==> config.mk <==
export PLATFORM = sky130hd
export DESIGN_NAME = rr_encoder_8_1
export DESIGN_NICKNAME = d
export VERILOG_FILES = /design/src/rtl/rr_encoder_8_1.sv
export SDC_FILE = /design/constraint.sdc
export NUM_CORES = 1
export LEC_CHECK = 0
export CAP_MARGIN = 15
export CORE_MARGIN = 4
export CORE_UTILIZATION = 52
export DETAILED_ROUTE_END_ITERATION = 8
export PLACE_DENSITY_LB_ADDON = 0.1
export SYNTH_ARGS = -nofsm -noshare
export SYNTH_HDL_FRONTEND = slang
export SYNTH_SLANG_ARGS = --single-unit
export TNS_END_PERCENT = 30
==> constraint.sdc <==
create_clock -name clk -period 3.6 [get_ports clk]
set_input_delay 0.54 -clock clk [delete_from_list [all_inputs] [get_ports clk]]
set_output_delay 0.54 -clock clk [all_outputs]
set_load 0.02 [all_outputs]
==> src/rtl/rr_encoder_8_1.sv <==
// -----------------------------------------------------------------------------
// rr_encoder_8_1
//
// Eight-channel round-robin collecting encoder. It is the inverse of the 1-to-8
// one-hot decoder. When idle, it picks one requesting channel, starting the
// scan at the rotating priority pointer. It then latches that channel's index
// and data word and presents them on a valid/ready output port. The item is
// held until the consumer accepts it.
//
// Ports
//   clk        : clock, rising edge
//   rst        : asynchronous, active-high reset
//   req[7:0]   : per-channel request, bit i = channel i
//   din        : channel data, channel i at din[i*DW +: DW]
//   gnt[7:0]   : one-hot, single-cycle pulse marking the captured channel
//   out_valid  : captured item available
//   out_ready  : consumer accepts the item
//   out_sel    : binary index of the captured channel
//   out_data   : captured data word
//   busy       : high while an item is held
// -----------------------------------------------------------------------------
module rr_encoder_8_1 #(
   parameter int DW = 1
) (
   input  logic            clk,
   input  logic            rst,
   input  logic [7:0]      req,
   input  logic [8*DW-1:0] din,
   output logic [7:0]      gnt,
   output logic            out_valid,
   input  logic            out_ready,
   output logic [2:0]      out_sel,
   output logic [DW-1:0]   out_data,
   output logic            busy
);

   typedef enum logic {IDLE, HOLD} state_t;

   state_t       state, state_next;
   logic [2:0]   ptr;
   logic         found;
   logic [2:0]   pick;
   logic [2:0]   idx;
   logic         capture;
   logic         handshake;
   logic [DW-1:0] pick_data;

   // The scan runs from the farthest offset down to offset 0. The last hit
   // that is written is therefore the channel nearest to ptr, in rotating order.
   always_comb begin
      found = 1'b0;
      pick  = 3'd0;
      idx   = 3'd0;
      for (int k = 7; k >= 0; k--) begin
         idx = ptr + 3'(k);
         if (req[idx]) begin
            found = 1'b1;
            pick  = idx;
         end
      end
   end

   assign pick_data = din[int'(pick)*DW +: DW];
   assign capture   = (state == IDLE) && found;
   assign handshake = out_valid && out_ready;

   always_ff @(posedge clk or posedge rst) begin
      if (rst) state <= IDLE;
      else     state <= state_next;
   end

   always_comb begin
      state_next = state;
      case (state)
         IDLE:    if (found)     state_next = HOLD;
         HOLD:    if (handshake) state_next = IDLE;
         default:                state_next = IDLE;
      endcase
   end

   // All outputs are registered, so out_ready has no combinational path to any
   // output. out_sel and out_data deliberately keep their values after the
   // handshake.
   always_ff @(posedge clk or posedge rst) begin
      if (rst) begin
         ptr       <= 3'd0;
         gnt       <= 8'd0;
         out_valid <= 1'b0;
         out_sel   <= 3'd0;
         out_data  <= '0;
         busy      <= 1'b0;
      end else begin
         gnt <= 8'd0;
         if (capture) begin
            gnt       <= 8'd1 << pick;
            out_sel   <= pick;
            out_data  <= pick_data;
            out_valid <= 1'b1;
            busy      <= 1'b1;
            ptr       <= pick + 3'd1;
         end else if (state == HOLD && handshake) begin
            out_valid <= 1'b0;
            busy      <= 1'b0;
         end
      end
   end

endmodule

==> impl_metrics.tcl <==
set metrics [dict create \
    clk_latency_ns 0.30 \
    ys_top_cells_by_area "dfrtp_1 25%, mux4_2 12%, mux2i_1 8.8%" \
    slew_headroom_pct 43.4 \
    grt_pass1_wl_um 6810 \
    io_pins 33 \
    final_hold_viol_count 0 \
    ys_ff_latch 17 \
    rsz0062_at_grt "no" \
    whs_endpoint "busy" \
    core_area_um2 3080 \
    yosys_warnings 0 \
    skew_ns 0.0127 \
    rrSetupSlack_ns 0.33 \
    diodes 0 \
    drive_gt1_share_pct 16.1 \
    clockBufferDepth 2 \
    start_kind "primary input" \
    critPathCaptureType "flop" \
    worst_slew_pin_slew_ns 0.847 \
    netlist_top_cells_count "17 x dfrtp_1, 17 x nor2_1, 15 x mux2i_1, 10 x nor3_1, 9 x mux4_2" \
    fp.dieH_um 65.1 \
    cts.sink_count 17 \
    synth_edf_count 0 \
    vias 1476 \
    path_class "in -> reg" \
    avgSynthCellArea_um2 10.1 \
    fill_cells 239 \
    synth_async_sr_flop_share_pct 100 \
    synth_top_area_share_pct 25.1 \
    wl_per_cell_um 16.0 \
    cts_root_buf "clkbuf_4" \
    cp_data_required_time_ns 3.73 \
    timing.fmax_mhz 300 \
    h-tree-depth 1 \
    drv_cap 0 \
    port_buffers 32 \
    slowest_stage "clkdlybuf4s50_1" \
    grt_usage_pct 20.4 \
    yosys.area.top_type "dfrtp_1" \
    finalSetupViolations 0 \
    die_w_um 65.1 \
    drcViolationCount 0 \
    detail_route.vias_per_cell 6.07 \
    synthToLayoutAreaGrowth_pct 21.4 \
    clk_pin_slew_ns 0.11 \
    min_path_cells 1 \
    cts_tree "built" \
    finalSetupTns_ns 0 \
    hold-worst-slack_ns 0.518 \
    max_stage_delay_ns 0.53 \
    synth_nets 191 \
    antenna_found_initial 0 \
    cp_max_fo 11 \
    synthDistinctLibCells 46 \
    r2r_end "gnt[3]" \
    yosysSeqAreaShare_pct 25.1 \
    die_area_um2 4240 \
    dp_hpwl_um 3030 \
    min_from "state" \
    first_pass_iters 4 \
    path_cells "clkdlybuf4s50_1 > mux4_2 > mux2_2 > or3_1 > a211oi_2 > a31o_2 > and2_1 > ha_1 > nand2_1 > o21ai_0" \
    r2r_cells 13 \
    fin_crit_ns 3.34 \
    final_max_slew_viol_count 0 \
    syn_area_um2 1700 \
    place.gp.congestion 0.934 \
    start_util_pct 55.2 \
    grt_overflow 0 \
    wirelength_um 3900 \
    first_global_vias 1411 \
    row_count 20 \
    hold_buffers 0 \
    synthCells 168 \
    ant_nets 0 \
    drt-initial-drc-count 86 \
    finalCritPeriodShare_pct 92.7 \
    final_nets 223 \
    grt_start_max_net_pins 21 \
    synth_ff_type "dfrtp_1" \
    hold_class "reg -> reg" \
    cp.arrival_ns 3.47 \
    cts_inserted_buffers 3 \
    status "complete, no violations" \
    r2r-start "ptr[1]" \
]
[cell type report]
class                           count  area, µm²  area share [%]
Multi-Input combinational cell    131       1150            56.0
Sequential cell                    17        425            20.6
Timing Repair Buffer               38        365            17.7
Tap cell                           44       55.1            2.67
Inverter                            9       33.8            1.64
Clock buffer                        3       22.5            1.09
Clock inverter                      1       5.00           0.243
[worst max-delay path: cells and delay by family]
family	cells	cell delay (ns)
mux	2	0.84
compound gates	3	0.70
simple gates	3	0.62
buf+inv	1	0.53
fa+ha+maj	1	0.23
[registers in the layout, indices dropped and copies added (netlist names)]
name,count
busy,1
state,1
ptr,3
out_sel,3
gnt,8
out_data,1
[repair_timing]
action	4_1_cts	5_1_grt
setup endpoints to repair	0	1
setup buffers	0	2
gates resized for setup	0	1
[worst max path at each step]
stage,startpoint,endpoint,slack (ns)
finish,req[4],ptr[2],0.26
global route,req[7],ptr[2],0.09
CTS,ptr[1],ptr[2],0.16
detailed placement,req[4],ptr[2],-0.04
global placement,req[6],ptr[2],-0.01
floorplan,ptr[0],ptr[2],0.39
[stage by stage]
| step | worst slack, ns | std cells | utilization, % | instance area [µm²] |
|---|---|---|---|---|
| floorplan | 0.390 | 168 | - | 1700 |
| global placement | -0.0146 | 237 | 65.5 | 2020 |
| detailed placement | -0.0422 | 237 | 65.5 | 2020 |
| CTS | 0.163 | 241 | 66.4 | 2040 |
| global route | 0.0857 | 243 | 67.0 | 2060 |
| finish | 0.262 | 243 | 67.0 | 2060 |
[cells in the final DEF, fill, tap and decap left out, types with 2 or more instances in the layout]
| cell | Yosys | layout |
|---|---|---|
| nand2_1 | 8 | 8 |
| nor2_1 | 17 | 17 |
| nor2b_1 | 2 | 2 |
| nor3_1 | 10 | 10 |
| ha_1 | 4 | 3 |
| and2_1 | 5 | 5 |
| a31oi_1 | 3 | 3 |
| mux4_1 | 4 | 4 |
| o31a_1 | 2 | 2 |
| a211oi_1 | 2 | 2 |
| a22o_1 | 2 | 2 |
| buf_4 | 2 | 6 |
| xor2_1 | 2 | 2 |
| a31o_2 | 2 | 2 |
| a21oi_1 | 8 | 8 |
| o21ai_0 | 6 | 6 |
| dfrtp_1 | 17 | 17 |
| clkbuf_4 | 0 | 3 |
| mux4_2 | 9 | 9 |
| xnor2_1 | 2 | 2 |
| clkdlybuf4s50_1 | 0 | 32 |
| inv_1 | 8 | 8 |
| mux2_2 | 5 | 5 |
| mux2i_1 | 15 | 15 |
| nand2b_1 | 4 | 4 |
| a31o_1 | 2 | 2 |
[kinds of logic after synthesis]
| family | Yosys count | synth area share (%) |
|---|---|---|
| simple gates | 51 | 14.4 |
| buf+inv | 20 | 7.07 |
| compound gates | 39 | 18.1 |
| xor+xnor | 4 | 2.06 |
| mux | 33 | 30.3 |
| flops | 17 | 25.1 |
| fa+ha+maj | 4 | 2.95 |
[routing by layer]
metal | vias up | share of wire, % | wire (µm) | GRT usage, %
met5 | - | 0 | 0 | 0
met4 | 0 | 0 | 0 | 1.55
met3 | 0 | 5.7 | 224 | 3.76
met2 | 47 | 49 | 1920 | 34.0
met1 | 725 | 45 | 1760 | 29.2
li1 | 704 | - | - | -
Power is not shown: default switching activity piles up to over one toggle a cycle in this logic, so the estimate is an artifact.
